## src/rtl/control_sequencer_if.sv

```systemverilog
// Control bus between the instruction sequencer and the datapath.
// The sequencer (master) samples ir/mem_ready/cont and drives every strobe;
// the datapath side (slave) sees the same signals with directions reversed.
interface control_sequencer_if;
    logic [31:0] ir;
    logic        mem_ready;
    logic        cont;

    logic        PCout;
    logic        Zlowout;
    logic        Zhighout;
    logic        MDRout;

    logic        MARin;
    logic        PCin;
    logic        MDRin;
    logic        IRin;
    logic        Yin;
    logic        Zin;
    logic        HIin;
    logic        LOin;

    logic        IncPC;
    logic        Read;
    logic        Gra;
    logic        Grb;
    logic        Grc;
    logic        Rin;
    logic        Rout;
    logic [4:0]  alu_op;
    logic        run;

    modport master (
        input  ir, mem_ready, cont,
        output PCout, Zlowout, Zhighout, MDRout,
        output MARin, PCin, MDRin, IRin, Yin, Zin, HIin, LOin,
        output IncPC, Read, Gra, Grb, Grc, Rin, Rout, alu_op, run
    );

    modport slave (
        output ir, mem_ready, cont,
        input  PCout, Zlowout, Zhighout, MDRout,
        input  MARin, PCin, MDRin, IRin, Yin, Zin, HIin, LOin,
        input  IncPC, Read, Gra, Grb, Grc, Rin, Rout, alu_op, run
    );
endinterface

```

## src/rtl/control_sequencer.sv

```systemverilog
// Instruction fetch/execute sequencer for a simple bus-based datapath.
//
// state | meaning
// T0    | PC onto bus, load MAR, compute PC+1 into Z
// T1    | PC <- Z (first cycle only), read memory into MDR until mem_ready
// T2    | MDR onto bus, load IR; opcode latched on exit
// T3-T6 | execute steps, selected by latched opcode class
// HALT  | idle with run=0 until cont
//
// Outputs are registered: each edge computes the next state and loads the
// strobes belonging to that state, so no input reaches an output without a
// flop in between.  rst_hold marks the cycle(s) spent in reset: the state is
// already T0 but nothing is driven, and the first edge with rst low enters a
// real T0 cycle instead of advancing past it.
module control_sequencer (
    input  logic clk,
    input  logic rst,
    control_sequencer_if.master bus
);

    typedef enum logic [2:0] {T0, T1, T2, T3, T4, T5, T6, HALT} state_t;

    localparam logic [4:0] OP_ADD  = 5'b00011;
    localparam logic [4:0] OP_SUB  = 5'b00100;
    localparam logic [4:0] OP_AND  = 5'b00101;
    localparam logic [4:0] OP_OR   = 5'b00110;
    localparam logic [4:0] OP_MUL  = 5'b01111;
    localparam logic [4:0] OP_DIV  = 5'b10000;
    localparam logic [4:0] OP_NEG  = 5'b10001;
    localparam logic [4:0] OP_NOT  = 5'b10010;
    localparam logic [4:0] OP_HALT = 5'b11011;

    typedef struct packed {
        logic       pc_out;
        logic       zlow_out;
        logic       zhigh_out;
        logic       mdr_out;
        logic       mar_in;
        logic       pc_in;
        logic       mdr_in;
        logic       ir_in;
        logic       y_in;
        logic       z_in;
        logic       hi_in;
        logic       lo_in;
        logic       inc_pc;
        logic       read;
        logic       gra;
        logic       grb;
        logic       grc;
        logic       r_in;
        logic       r_out;
        logic [4:0] alu_op;
        logic       run;
    } strobes_t;

    state_t     state;
    state_t     state_nxt;
    logic [4:0] op_q;
    logic [4:0] op_nxt;
    logic       rst_hold;
    strobes_t   outs;

    logic unused_ir;
    assign unused_ir = ^bus.ir[26:0];

    function automatic logic is_alu3(input logic [4:0] op);
        return (op == OP_ADD) || (op == OP_SUB) || (op == OP_AND) || (op == OP_OR);
    endfunction

    function automatic logic is_unary(input logic [4:0] op);
        return (op == OP_NEG) || (op == OP_NOT);
    endfunction

    function automatic logic is_muldiv(input logic [4:0] op);
        return (op == OP_MUL) || (op == OP_DIV);
    endfunction

    // Strobe pattern for a state; t1_first marks the cycle T1 is entered.
    function automatic strobes_t decode(input state_t st, input logic [4:0] op,
                                        input logic t1_first);
        strobes_t s;
        s = '0;
        s.run = (st != HALT);
        case (st)
            T0: begin
                s.pc_out = 1'b1; s.mar_in = 1'b1; s.inc_pc = 1'b1; s.z_in = 1'b1;
            end
            T1: begin
                s.zlow_out = t1_first; s.pc_in = t1_first;
                s.read = 1'b1; s.mdr_in = 1'b1;
            end
            T2: begin
                s.mdr_out = 1'b1; s.ir_in = 1'b1;
            end
            T3: begin
                if (is_alu3(op)) begin
                    s.grb = 1'b1; s.r_out = 1'b1; s.y_in = 1'b1;
                end else if (is_unary(op)) begin
                    s.grb = 1'b1; s.r_out = 1'b1; s.z_in = 1'b1; s.alu_op = op;
                end else if (is_muldiv(op)) begin
                    s.gra = 1'b1; s.r_out = 1'b1; s.y_in = 1'b1;
                end
            end
            T4: begin
                if (is_alu3(op)) begin
                    s.grc = 1'b1; s.r_out = 1'b1; s.z_in = 1'b1; s.alu_op = op;
                end else if (is_unary(op)) begin
                    s.zlow_out = 1'b1; s.gra = 1'b1; s.r_in = 1'b1;
                end else if (is_muldiv(op)) begin
                    s.grb = 1'b1; s.r_out = 1'b1; s.z_in = 1'b1; s.alu_op = op;
                end
            end
            T5: begin
                if (is_alu3(op)) begin
                    s.zlow_out = 1'b1; s.gra = 1'b1; s.r_in = 1'b1;
                end else if (is_muldiv(op)) begin
                    s.zlow_out = 1'b1; s.lo_in = 1'b1;
                end
            end
            T6: begin
                s.zhigh_out = 1'b1; s.hi_in = 1'b1;
            end
            default: ;
        endcase
        return s;
    endfunction

    // Next state and opcode; the opcode is taken from ir only when leaving T2.
    always_comb begin
        state_nxt = state;
        op_nxt    = op_q;
        case (state)
            T0: state_nxt = T1;
            T1: if (bus.mem_ready) state_nxt = T2;
            T2: begin
                op_nxt = bus.ir[31:27];
                if (op_nxt == OP_HALT)
                    state_nxt = HALT;
                else if (is_alu3(op_nxt) || is_unary(op_nxt) || is_muldiv(op_nxt))
                    state_nxt = T3;
                else
                    state_nxt = T0;
            end
            T3: state_nxt = T4;
            T4: state_nxt = is_unary(op_q) ? T0 : T5;
            T5: state_nxt = is_muldiv(op_q) ? T6 : T0;
            T6: state_nxt = T0;
            HALT: if (bus.cont) state_nxt = T0;
            default: state_nxt = T0;
        endcase
    end

    // State, latched opcode and registered strobes; reset overrides everything.
    always_ff @(posedge clk) begin
        if (rst) begin
            state    <= T0;
            op_q     <= 5'b00000;
            rst_hold <= 1'b1;
            outs     <= '0;
        end else if (rst_hold) begin
            rst_hold <= 1'b0;
            state    <= T0;
            outs     <= decode(T0, op_q, 1'b0);
        end else begin
            state    <= state_nxt;
            op_q     <= op_nxt;
            outs     <= decode(state_nxt, op_nxt, state == T0);
        end
    end

    assign bus.PCout    = outs.pc_out;
    assign bus.Zlowout  = outs.zlow_out;
    assign bus.Zhighout = outs.zhigh_out;
    assign bus.MDRout   = outs.mdr_out;
    assign bus.MARin    = outs.mar_in;
    assign bus.PCin     = outs.pc_in;
    assign bus.MDRin    = outs.mdr_in;
    assign bus.IRin     = outs.ir_in;
    assign bus.Yin      = outs.y_in;
    assign bus.Zin      = outs.z_in;
    assign bus.HIin     = outs.hi_in;
    assign bus.LOin     = outs.lo_in;
    assign bus.IncPC    = outs.inc_pc;
    assign bus.Read     = outs.read;
    assign bus.Gra      = outs.gra;
    assign bus.Grb      = outs.grb;
    assign bus.Grc      = outs.grc;
    assign bus.Rin      = outs.r_in;
    assign bus.Rout     = outs.r_out;
    assign bus.alu_op   = outs.alu_op;
    assign bus.run      = outs.run;

endmodule
```

## src/flat_wrapper.sv

```systemverilog
// flat-port wrapper written by rule: the top's interface ports become plain ports
module control_sequencer_flat 
  (clk, rst, bus_ir, bus_mem_ready, bus_cont, bus_PCout, bus_Zlowout, bus_Zhighout, bus_MDRout, bus_MARin, bus_PCin, bus_MDRin, bus_IRin, bus_Yin, bus_Zin, bus_HIin, bus_LOin, bus_IncPC, bus_Read, bus_Gra, bus_Grb, bus_Grc, bus_Rin, bus_Rout, bus_alu_op, bus_run);
  control_sequencer_if bus_i ();
  input  logic clk;
  input  logic rst;
  input wire logic [$bits(bus_i.ir)-1:0] bus_ir;
  input wire logic [$bits(bus_i.mem_ready)-1:0] bus_mem_ready;
  input wire logic [$bits(bus_i.cont)-1:0] bus_cont;
  output wire logic [$bits(bus_i.PCout)-1:0] bus_PCout;
  output wire logic [$bits(bus_i.Zlowout)-1:0] bus_Zlowout;
  output wire logic [$bits(bus_i.Zhighout)-1:0] bus_Zhighout;
  output wire logic [$bits(bus_i.MDRout)-1:0] bus_MDRout;
  output wire logic [$bits(bus_i.MARin)-1:0] bus_MARin;
  output wire logic [$bits(bus_i.PCin)-1:0] bus_PCin;
  output wire logic [$bits(bus_i.MDRin)-1:0] bus_MDRin;
  output wire logic [$bits(bus_i.IRin)-1:0] bus_IRin;
  output wire logic [$bits(bus_i.Yin)-1:0] bus_Yin;
  output wire logic [$bits(bus_i.Zin)-1:0] bus_Zin;
  output wire logic [$bits(bus_i.HIin)-1:0] bus_HIin;
  output wire logic [$bits(bus_i.LOin)-1:0] bus_LOin;
  output wire logic [$bits(bus_i.IncPC)-1:0] bus_IncPC;
  output wire logic [$bits(bus_i.Read)-1:0] bus_Read;
  output wire logic [$bits(bus_i.Gra)-1:0] bus_Gra;
  output wire logic [$bits(bus_i.Grb)-1:0] bus_Grb;
  output wire logic [$bits(bus_i.Grc)-1:0] bus_Grc;
  output wire logic [$bits(bus_i.Rin)-1:0] bus_Rin;
  output wire logic [$bits(bus_i.Rout)-1:0] bus_Rout;
  output wire logic [$bits(bus_i.alu_op)-1:0] bus_alu_op;
  output wire logic [$bits(bus_i.run)-1:0] bus_run;
  assign bus_i.ir = bus_ir;
  assign bus_i.mem_ready = bus_mem_ready;
  assign bus_i.cont = bus_cont;
  assign bus_PCout = bus_i.PCout;
  assign bus_Zlowout = bus_i.Zlowout;
  assign bus_Zhighout = bus_i.Zhighout;
  assign bus_MDRout = bus_i.MDRout;
  assign bus_MARin = bus_i.MARin;
  assign bus_PCin = bus_i.PCin;
  assign bus_MDRin = bus_i.MDRin;
  assign bus_IRin = bus_i.IRin;
  assign bus_Yin = bus_i.Yin;
  assign bus_Zin = bus_i.Zin;
  assign bus_HIin = bus_i.HIin;
  assign bus_LOin = bus_i.LOin;
  assign bus_IncPC = bus_i.IncPC;
  assign bus_Read = bus_i.Read;
  assign bus_Gra = bus_i.Gra;
  assign bus_Grb = bus_i.Grb;
  assign bus_Grc = bus_i.Grc;
  assign bus_Rin = bus_i.Rin;
  assign bus_Rout = bus_i.Rout;
  assign bus_alu_op = bus_i.alu_op;
  assign bus_run = bus_i.run;
  control_sequencer u_core (.clk(clk), .rst(rst), .bus(bus_i));
endmodule
```

## config.mk

```make
export PLATFORM = sky130hd
export DESIGN_NAME = control_sequencer_flat
export DESIGN_NICKNAME = d
export VERILOG_FILES = /design/src/rtl/control_sequencer_if.sv /design/src/rtl/control_sequencer.sv /design/src/flat_wrapper.sv
export SDC_FILE = /design/constraint.sdc
export NUM_CORES = 1
export LEC_CHECK = 0
export ABC_CLOCK_PERIOD_IN_PS = 5880
export CORE_ASPECT_RATIO = 0.5
export CORE_UTILIZATION = 48
export DETAILED_ROUTE_END_ITERATION = 10
export PLACE_DENSITY_LB_ADDON = 0.3
export SKIP_CTS_REPAIR_TIMING = 1
export SYNTH_ARGS = -nofsm -noshare
export SYNTH_HDL_FRONTEND = slang
export SYNTH_SLANG_ARGS = --single-unit
```

## constraint.sdc

```tcl
create_clock -name clk -period 5.88 [get_ports clk]
set_clock_uncertainty 0.15 [all_clocks]
set_input_delay 0.882 -clock clk [delete_from_list [all_inputs] [get_ports clk]]
set_output_delay 0.882 -clock clk [all_outputs]
set_load 0.01 [all_outputs]
```

Yosys cells after proc, flatten, opt, wreduce, memory -nomap -nowiden
Index checks and enable logic that the tools add are counted. Widths: inputs -> output; s select.

Bits in registers: 32. Bits in latches: 0. Memory bits (writable): 0. ROM bits: 0. Input port bits: 36. Output and inout port bits: 25. Logic and storage cells: 124. Memories kept: 0.

Add/sub/neg operators: 0. $mul: 0. Div/mod/pow operators: 0. $lt $le $gt $ge: 0. Equality and inequality tests: 35. Shifts and indexed selects: 0. Mux-type cells: 42. Bitwise operators: 4. Reductions and logical operators: 21.

Operator list (number): $eq 5x5->1 const B (10); $eq 5x3->1 const B (6); $mux 25 (1); $pmux 3 s8 (1); $eq 3x3->1 const B (7); $mux 1 (20); $mux 6 (3); $eq 5x4->1 const B (3); $mux 3 (5); $mux 5 (3); $logic_or 1x1->1 (14); $eq 3x2->1 const B (4); $pmux 6 s2 (1); $eq 5x2->1 const B (2); $pmux 1 s3 (3); $reduce_or 3->1 (3); $eq 3x1->1 const B (2); $logic_not 3->1 (2); $mux 2 (3); $not 1->1 (4); $pmux 1 s2 (2); $reduce_or 4->1 (1); $ne 3x3->1 const B (1); $reduce_or 2->1 (1).

Logic depth before layout (Yosys ltp)
Gate-level depths: netlist of the first run.

Depth in word-level cells: 12. Depth in mapped cells: 7. Mapped depth without buffers: 5.

Worst setup path before layout of the first run
Ideal clock, no wire load.

Kind: input to register. Start point: in bus_ir[31]. End point: reg u_core.outs (netlist bit u_core.bus.alu_op[0]). Setup time: 103 ps. Arrival: 2380 ps. Data required time: 5627 ps. Setup slack: 3246 ps. Cell stages on the path: 6. Buffers on the path: 1. Path through: buf_2 > or3b_2 > a211oi_1 > o21a_1 > o211ai_4 > a2111oi_2.

Longest elaborated chain between the ends: 11. Elaborated cells between the ends (all ways): 41. Classes of those cells: 19 x eq/ne; 10 x mux; 12 x reduce/logical.

RTL lines: from (decl) (line flat_wrapper.sv:7) `input wire logic [$bits(bus_i.ir)-1:0] bus_ir;`; $eq 5x2->1 or $eq 5x3->1 (tied branches) (line control_sequencer.sv:68) `return (op == OP_ADD) || (op == OP_SUB) || (op == OP_AND) || (op == OP_OR);`; $logic_or 1x1->1 (3 in series) (line control_sequencer.sv:68); $logic_or 1x1->1 (2 in series) (line control_sequencer.sv:140) `else if (is_alu3(op_nxt) || is_unary(op_nxt) || is_muldiv(op_nxt))`; $mux 2 (line control_sequencer.sv:140); $mux 3 (line control_sequencer.sv:138) `if (op_nxt == OP_HALT)`; $pmux 3 s8 (line control_sequencer.sv:133) `case (state)`; $eq 3x3->1 or $eq 3x2->1 (tied branches) (line control_sequencer.sv:85) `case (st)`; $pmux 6 s2 (*) (line control_sequencer.sv:85); to (signal assigned) (line control_sequencer.sv:164) `outs <= decode(T0, op_q, 1'b0);`; to (signal assigned) (line control_sequencer.sv:168) `outs <= decode(state_nxt, op_nxt, state == T0);`; to (decl) (line control_sequencer.sv:62) `strobes_t outs;`.

Every way passes the cells marked *; elsewhere a longest branch is shown, timed or not. A chain may end at the register's enable or synchronous reset.

Final worst setup path of the first run
Start point: in bus_ir[29]. End point: reg u_core.outs (netlist bit u_core.bus.alu_op[0]).

Same word-level chain as after synthesis.

==> results.sh, run 1 <==
export IMPL_synthArstFlopShare_pct=0
export IMPL_cts_tree="done"
export IMPL_yosys_warnings=0
export IMPL_hold_violations=0
export IMPL_slew_violations=0
export IMPL_vias=1507
export IMPL_ys_seq_area_share_pct=33.48
export IMPL_viasPerCell=5.708
export IMPL_clk_pin_slew_ns=0.06
export IMPL_dieArea_sq_mm=0.003872
export IMPL_grt_max_degree=15
export IMPL_synthTopCellsByArea="dfxtp_1, buf_4, nor2_1"
export IMPL_hold_end="u_core.op_q[4]"
export IMPL_synth_edff_count=0
export IMPL_drt_iter0_drc=224
export IMPL_r2r_setup_slack_ns=2.77
export IMPL_syn_area_sq_mm=0.001734
export IMPL_syn_inst=197
export IMPL_rows=14
export IMPL_grt_total_usage_pct=21.66
export IMPL_layout_drive_gt1_share_pct=10.19
export IMPL_grt_pass1_wl_um=6244
export IMPL_drt_total_wl_um=3914
export IMPL_max_slew_margin_pct=52.61
export IMPL_synth_top_area_cell="dfxtp_1"
export IMPL_core_area_sq_mm=0.003206
export IMPL_p_leak_nw=0.6629
export IMPL_numCtsBuffers=5
export IMPL_overflow=0
export IMPL_crit_fanout=11
export IMPL_fin_util_pct=64.87
export IMPL_status="complete, no violations"
export IMPL_finalNonFillerCells=264
export IMPL_clock_sinks=29
export IMPL_cp_slowest_cell="clkdlybuf4s50_1"
export IMPL_reg2reg_depth=5
export IMPL_powerDensity_mw_per_mm2=195.9
export IMPL_root_buffer="clkbuf_8"
export IMPL_area_growth_pct=19.91
export IMPL_insertedDiodeCount=0
export IMPL_placed_cells=256
export IMPL_min_delay_start="u_core.op_q[4]"
export IMPL_hold_class="reg2reg"
export IMPL_ys_seq_elements=29
export IMPL_die_w_um=87.01
export IMPL_syn_nets=233
export IMPL_cp_startpoint="bus_ir[29]"
export IMPL_worst_slew_pin_slew_ns=0.7101
export IMPL_reg2reg_from="u_core.state[1]"
export IMPL_min_path_cells=2
export IMPL_portBuffers=33
export IMPL_synth_distinct_cells=60
export IMPL_gp_congestion=0.8989
export IMPL_cp_slowest_stage_delay_ns=0.58
export IMPL_first_pass_iters=4
export IMPL_crit_type="in2reg"
export IMPL_antenna_found_initial=0
export IMPL_min_period_ns=3.179
export IMPL_cp_end_kind="flip-flop"
export IMPL_cp_cell_sequence="clkdlybuf4s50_1, nand2b_1, o32a_1, a211oi_4, a22oi_1, a2111oi_2"
export IMPL_post_drt_wl_per_cell_um=14.83
export IMPL_io_pins=61
export IMPL_die_h_um=44.50
export IMPL_initial_utilization_pct=54.10
export IMPL_clock_latency_ns=0.28
export IMPL_cp_required_ns=5.89
export IMPL_p_total_uw=407.3
export IMPL_first_global_vias=1265
export IMPL_post_dp_hpwl_um=2930
export IMPL_syn_area_per_cell_sq_um=8.803
export IMPL_htreeDepth=2
export IMPL_fmax_mhz=314.6
export IMPL_rsz0062_at_grt="false"
export IMPL_cap_viol_max_count=0
export IMPL_setup_tns_ns=0
export IMPL_crit_arrival_ns=3.19
export IMPL_nets=251
export IMPL_cp_start_kind="primary input"
export IMPL_peakVddDrop_uv=111.3
export IMPL_yosysTopAreaCellShare_pct=33.48
export IMPL_clock_path_buffers=2
export IMPL_finalSetupViolations=0
export IMPL_fin_crit_sh_pct=54.06
export IMPL_drc=0
export IMPL_fillers=271
export IMPL_r2r_end="u_core.bus.alu_op[0]"
export IMPL_synth_flop_cell="dfxtp_1"
export IMPL_final_antenna_net_count=0
[cells in the final DEF (no fill, tap or decap), types with 3 or more instances in the layout]
cell             instances
a31oi_1                  3
dfxtp_1                 29
nand3_1                  4
clkbuf_8                 5
o21a_1                   3
and2_1                   4
a21oi_1                  9
mux2i_1                  6
o21ai_0                  5
clkdlybuf4s50_1         33
nand2b_1                 4
nor2_1                  18
nand2_1                 17
inv_1                    6
a211oi_1                 4
nor3_1                  12
[worst max-delay path: cells and delay by family]
family	cells	cell delay, ns
AO/OA/AOI/OAI	4	1.47
AND/OR/NAND/NOR	1	0.25
buffers and inverters	1	0.58
[worst max path at each step]
stage | end | cells after the start | slack, ns
finish | u_core.bus.alu_op[0] | 6 | 2.70
global route | u_core.bus.alu_op[0] | 5 | 2.53
CTS | u_core.bus.alu_op[1] | 6 | 2.75
detailed placement | u_core.bus.alu_op[0] | 6 | 2.46
global placement | u_core.bus.alu_op[0] | 6 | 2.54
floorplan | u_core.bus.alu_op[0] | 6 | 3.25
[per-stage QoR]
stage / worst slack, ns / instance area (sq um) / hold slack, ns
after floorplan: 3.246 / 1734 / 0.3866
after global placement: 2.544 / 1993 / 0.4411
after detailed placement: 2.465 / 1993 / 0.4439
after CTS: 2.751 / 2079 / 0.4544
after global routing: 2.531 / 2079 / 0.4933
final: 2.701 / 2079 / 0.4534
[cells in the mapped netlist, drive strengths merged, types with 3 or more instances]
master and instances:
inv 6, dfxtp 29, a21oi 9, and2 4
mux2i 6, nand3 4, a211oi 5, a31oi 3
clkbuf 6, nand2 17, nor3 12, nor2 18
or3b 3, nand2b 5, buf 16, o21a 3
o21ai 5
[power breakdown]
group	leakage [nW]	switching, mW	internal, mW	total, mW
clock	0.0439	0.0741	0.0813	0.155
sequential	0.236	0.00440	0.200	0.205
combinational	0.383	0.0257	0.0215	0.0473
[layer usage]
layer	up-vias	track usage [%]	share of wire, %
met3	8	4.664	9.8
met4	0	8.333	1.8
met2	81	31.50	41
met1	667	31.33	47
met5	-	0	0
li1	751	-	-
[cells by family after synthesis]
logic type / synth area share [%]
flops: 33.48
buf+inv: 8.873
xor+xnor: 2.598
simple gates: 24.68
compound gates: 26.91
mux: 3.463
[area by class of cell]
cell class / count / area [sq um] / share of cell area [%]
clock inverters: 3 / 17.52 / 0.8424
flip-flops and latches: 29 / 580.6 / 27.92
well taps: 48 / 60.06 / 2.888
multi-input cells: 140 / 999.7 / 48.07
clock buffers: 5 / 68.82 / 3.309
inverters: 6 / 22.52 / 1.083
repair buffers: 33 / 330.3 / 15.88
No activity file was read; power rests on OpenSTA's default activity.
==> run 2: changes to the inputs <==
- ABC_CLOCK_PERIOD_IN_PS: 5880 -> 2870
- CORE_UTILIZATION: 48 -> 41
- clock period: 5.88 -> 2.87 ns (I/O delays scaled with it)
==> run 2 against run 1 <==
  * Worst setup slack worse by 2.3 ns
  * Critical path depth fell by 1
  * Non-clock buffer count rose by 9
  * Clock power grew to 2.7 times the previous value
  * Flip-flop and latch count unchanged
  * Clock-buffer cell count rose by 2
  * Utilization is 10 points lower
  * Combinational power up 120%
  * Design area rose by 5.1%
  * Cell count increased by 5.7%
==> results.sh, run 2 (synthesis results as in run 1) <==
export IMPL_overflow=0
export IMPL_dieArea_sq_mm=0.004509
export IMPL_p_total_uw=949.0
export IMPL_peakVddDrop_uv=182.0
export IMPL_antenna_found_initial=0
export IMPL_htreeDepth=2
export IMPL_max_slew_margin_pct=62.71
export IMPL_cp_required_ns=2.90
export IMPL_status="complete, no violations"
export IMPL_fillers=383
export IMPL_dpl_instance_area_sq_mm=0.002068
export IMPL_root_buffer="clkbuf_8"
export IMPL_drt_iter0_drc=107
export IMPL_viasPerCell=5.480
export IMPL_sw_frac_of_total_pct=21.74
export IMPL_hold_violations=0
export IMPL_p_int_uw=742.7
export IMPL_slew_violations=0
export IMPL_core_area_sq_mm=0.003984
export IMPL_die_h_um=47.99
export IMPL_cp_start_kind="flip-flop"
export IMPL_clock_sinks=29
export IMPL_r2r_end="u_core.bus.alu_op[1]"
export IMPL_portBuffers=33
export IMPL_clkPwrFrac_pct=44.9
export IMPL_grt_max_degree=15
export IMPL_cp_startpoint="u_core.state[1]"
export IMPL_cts_tree="done"
export IMPL_layout_commonest_cell="clkdlybuf4s50_1"
export IMPL_initial_utilization_pct=43.53
export IMPL_rows=16
export IMPL_clk_pin_slew_ns=0.06
export IMPL_crit_fanout=11
export IMPL_first_global_vias=1263
export IMPL_post_drt_wl_per_cell_um=14.15
export IMPL_reg2reg_from="u_core.state[1]"
export IMPL_io_pins=61
export IMPL_insertedDiodeCount=0
export IMPL_design_area_sq_mm=0.002185
export IMPL_fin_crit_sh_pct=86.26
export IMPL_die_w_um=93.98
export IMPL_hold_class="reg2reg"
export IMPL_fin_ws_ns=0.3943
export IMPL_grt_total_usage_pct=19.04
export IMPL_min_period_ns=2.476
export IMPL_crit_type="reg2reg"
export IMPL_worst_slew_pin_slew_ns=0.5438
export IMPL_crit_arrival_ns=2.51
export IMPL_numCtsBuffers=5
export IMPL_power_switching_uw=206.3
export IMPL_grt_pass1_wl_um=6361
export IMPL_min_path_cells=2
export IMPL_cp_end_kind="flip-flop"
export IMPL_pwr_share_comb_pct=10.9
export IMPL_rsz0062_at_grt="false"
export IMPL_setup_tns_ns=0
export IMPL_first_pass_iters=4
export IMPL_vias=1529
export IMPL_p_leak_nw=0.7208
export IMPL_clock_path_buffers=2
export IMPL_hold_end="u_core.op_q[2]"
export IMPL_layout_drive_gt1_share_pct=13.33
export IMPL_finalSetupViolations=0
export IMPL_final_antenna_net_count=0
export IMPL_min_delay_start="u_core.op_q[2]"
export IMPL_powerDensity_mw_per_mm2=434.4
export IMPL_final_cell_mix="clkdlybuf4s50_1, dfxtp_1, nor2_1, nand2_1, nor3_1"
export IMPL_nets=260
export IMPL_area_growth_pct=25.97
export IMPL_post_dp_hpwl_um=2960
export IMPL_reg2reg_depth=5
export IMPL_fmax_mhz=403.9
export IMPL_place_ws_ns=0.1263
export IMPL_cap_viol_max_count=0
export IMPL_drc=0
export IMPL_gp_congestion=0.8647
export IMPL_power_share_sequential_pct=44.2
export IMPL_drt_total_wl_um=3947
export IMPL_clock_latency_ns=0.28
export IMPL_r2r_setup_slack_ns=0.39
## run 2: how the worst max path moves through the flow
stage	to	slack [ns]	cells past startpoint
3_5_place_dp	u_core.bus.alu_op[0]	0.13	6
6_report	u_core.bus.alu_op[1]	0.39	5
2_1_floorplan	u_core.bus.alu_op[0]	0.69	6
4_1_cts	u_core.bus.alu_op[1]	0.41	5
3_3_place_gp	u_core.bus.alu_op[1]	0.15	6
5_1_grt	u_core.bus.alu_op[1]	0.22	5
## run 2: layout make-up
| type | instances | area (sq um) | area share, % |
|---|---|---|---|
| Clock buffer | 7 | 86.33 | 3.952 |
| Clock inverter | 1 | 30.03 | 1.375 |
| Inverter | 6 | 22.52 | 1.031 |
| Multi-Input combinational cell | 140 | 999.7 | 45.76 |
| Sequential cell | 29 | 580.6 | 26.57 |
| Tap cell | 54 | 67.56 | 3.093 |
| Timing Repair Buffer | 42 | 397.9 | 18.21 |
## run 2: power groups by stage
stage	clock network, mW	logic, mW	registers (mW)
finish	0.426	0.103	0.420
floorplan	0	0.0659	0.425
global placement	0	0.101	0.428
global route	0.457	0.113	0.421
detailed placement	0	0.103	0.428
CTS	0.436	0.103	0.419
## run 2: stage by stage
stage               cells  hold slack [ns]  util, %
CTS                   279           0.4568    54.84
global placement      271           0.4325    51.92
detailed placement    271           0.4376    51.92
finish                279           0.4615    54.84
floorplan             197           0.3082        -
global route          279           0.5143    54.84
## run 2: routing by layer
metal	vias up	global-route usage, %	part of all wire [%]
met5	-	0	0
met4	0	6.154	1.1
met3	6	5.238	5.5
met2	57	27.15	42
met1	690	27.66	51
li1	776	-	-
## run 2: worst max-delay path, cell delays in order (launching register included)
cell and delay (ns):
dfxtp_1 0.53, nor3b_4 0.29, mux2i_1 0.52, o21a_1 0.30, nand3_1 0.24, a2111oi_2 0.34
==> run 3: changes to the inputs <==
- REMOVE_ABC_BUFFERS: not set -> 1
==> run 3 against run 2 <==
  * Utilization is 0.75 points lower
  * Sequential share of layout area is 0.37 points higher
  * Fmax is 2.1% lower
  * Design area is 1.4% lower
  * Hold slack better by 0.0090 ns
  * Combinational power hardly changed
  * Wire length is 1.8% higher
  * Flip-flop and latch count stayed put
  * Via count is 0.46% lower
  * Die area stayed put
  * Total power is 12% lower
==> results.sh, run 3 (synthesis results as in run 1) <==
export IMPL_status="complete, no violations"
export IMPL_worst_slew_pin_slew_ns=0.5727
export IMPL_fin_crit_sh_pct=88.14
export IMPL_finalSetupViolations=0
export IMPL_root_buffer="clkbuf_8"
export IMPL_peakVddDrop_uv=163.9
export IMPL_setup_tns_ns=0
export IMPL_cp_start_kind="primary input"
export IMPL_die_h_um=47.99
export IMPL_p_total_uw=837.9
export IMPL_grt_pass1_wl_um=6120
export IMPL_nets=260
export IMPL_layout_commonest_cell="clkdlybuf4s50_1"
export IMPL_rsz0062_at_grt="false"
export IMPL_cp_required_ns=2.89
export IMPL_viasPerCell=5.455
export IMPL_core_area_sq_mm=0.003984
export IMPL_reg2reg_from="u_core.state[2]"
export IMPL_placed_cells=271
export IMPL_min_delay_start="u_core.op_q[4]"
export IMPL_htreeDepth=2
export IMPL_clock_path_buffers=2
export IMPL_slew_violations=0
export IMPL_clock_sinks=29
export IMPL_powerDensity_mw_per_mm2=388.9
export IMPL_r2r_end="u_core.bus.alu_op[0]"
export IMPL_p_leak_nw=0.7063
export IMPL_cp_slowest_cell="clkdlybuf4s50_1"
export IMPL_post_dp_hpwl_um=3072
export IMPL_numCtsBuffers=5
export IMPL_die_w_um=93.98
export IMPL_initial_utilization_pct=43.53
export IMPL_clk_pin_slew_ns=0.06
export IMPL_fmax_mhz=395.3
export IMPL_post_drt_wl_per_cell_um=14.40
export IMPL_insertedDiodeCount=0
export IMPL_overflow=0
export IMPL_first_global_vias=1261
export IMPL_cp_end_kind="flip-flop"
export IMPL_reg2reg_depth=5
export IMPL_min_period_ns=2.530
export IMPL_final_cell_mix="clkdlybuf4s50_1, dfxtp_1, nor2_1, nand2_1, nor3_1"
export IMPL_dieArea_sq_mm=0.004509
export IMPL_hold_end="u_core.op_q[4]"
export IMPL_drt_total_wl_um=4017
export IMPL_cp_cell_sequence="clkdlybuf4s50_1, nand2b_1, o32a_1, a211oi_4, a22oi_1, a2111oi_2"
export IMPL_first_pass_iters=4
export IMPL_drt_iter0_drc=105
export IMPL_max_slew_margin_pct=61.77
export IMPL_hold_violations=0
export IMPL_crit_arrival_ns=2.55
export IMPL_portBuffers=33
export IMPL_r2r_setup_slack_ns=0.42
export IMPL_area_growth_pct=24.24
export IMPL_clock_latency_ns=0.28
export IMPL_hold_class="reg2reg"
export IMPL_gp_congestion=0.8245
export IMPL_crit_fanout=7
export IMPL_vias=1522
export IMPL_layout_drive_gt1_share_pct=13.78
export IMPL_rows=16
export IMPL_fin_util_pct=54.08
export IMPL_finalNonFillerCells=279
export IMPL_final_antenna_net_count=0
export IMPL_antenna_found_initial=0
export IMPL_crit_type="in2reg"
export IMPL_cp_slowest_stage_delay_ns=0.54
export IMPL_min_path_cells=2
export IMPL_grt_total_usage_pct=18.29
export IMPL_cts_tree="done"
export IMPL_drc=0
export IMPL_io_pins=61
export IMPL_cap_viol_max_count=0
export IMPL_grt_max_degree=15
==> run 3: cell types whose count changed in the layout (fill, tap and decap cells not counted) <==
cell | previous run | this run
bufinv_16 | 1 | 0
clkinv_2 | 0 | 2
clkinvlp_4 | 0 | 1
clkbuf_1 | 1 | 0
clkbuf_8 | 6 | 5
==> run 3: where the power goes <==
part | total [mW] | internal, mW | switching, mW | leakage (nW)
combinational | 0.104 | 0.0498 | 0.0541 | 0.427
sequential | 0.420 | 0.410 | 0.00936 | 0.236
clock | 0.314 | 0.167 | 0.148 | 0.0439
total | 0.838 | 0.627 | 0.211 | 0.706
==> run 3: routing by layer <==
metal,share of wire (%),global-route usage [%],vias to the layer above
met4,0,4.615,0
met5,0,0,-
met2,43,28.32,53
met1,52,25.94,701
met3,5.4,4.286,0
li1,-,-,768
==> run 3: final cells by class <==
type	instances	area [sq um]
inverter	6	22.52
fill	376	1829
clock inverter	3	17.52
sequential	29	580.6
multi-input combinational	140	999.7
clock buffer	5	68.82
timing repair buffer	42	397.9
tap	54	67.56
==> run 3: how the worst max path moves through the flow <==
stage,start,end,depth (start not counted)
floorplan,u_core.state[1],u_core.bus.alu_op[0],5
global placement,bus_ir[29],u_core.bus.alu_op[1],6
detailed placement,bus_ir[29],u_core.bus.alu_op[0],6
CTS,bus_ir[29],u_core.bus.alu_op[0],6
global route,bus_ir[29],u_core.bus.alu_op[1],6
finish,bus_ir[29],u_core.bus.alu_op[0],6
==> run 3: metrics by stage <==
| step | setup slack, ns | hold slack, ns | instance area [sq um] |
|---|---|---|---|
| floorplan | 0.3877 | 0.3082 | 1603 |
| CTS | 0.3481 | 0.4611 | 2155 |
| detailed placement | 0.06949 | 0.4515 | 2068 |
| global route | 0.1998 | 0.4972 | 2155 |
| global placement | 0.09591 | 0.4262 | 2068 |
| finish | 0.3404 | 0.4705 | 2155 |
==> run 3: critical path, delay by kind of cell <==
kind                   cells  cell delay, ns
AND/OR/NAND/NOR            1            0.25
buffers and inverters      1            0.54
AO/OA/AOI/OAI              4            1.33
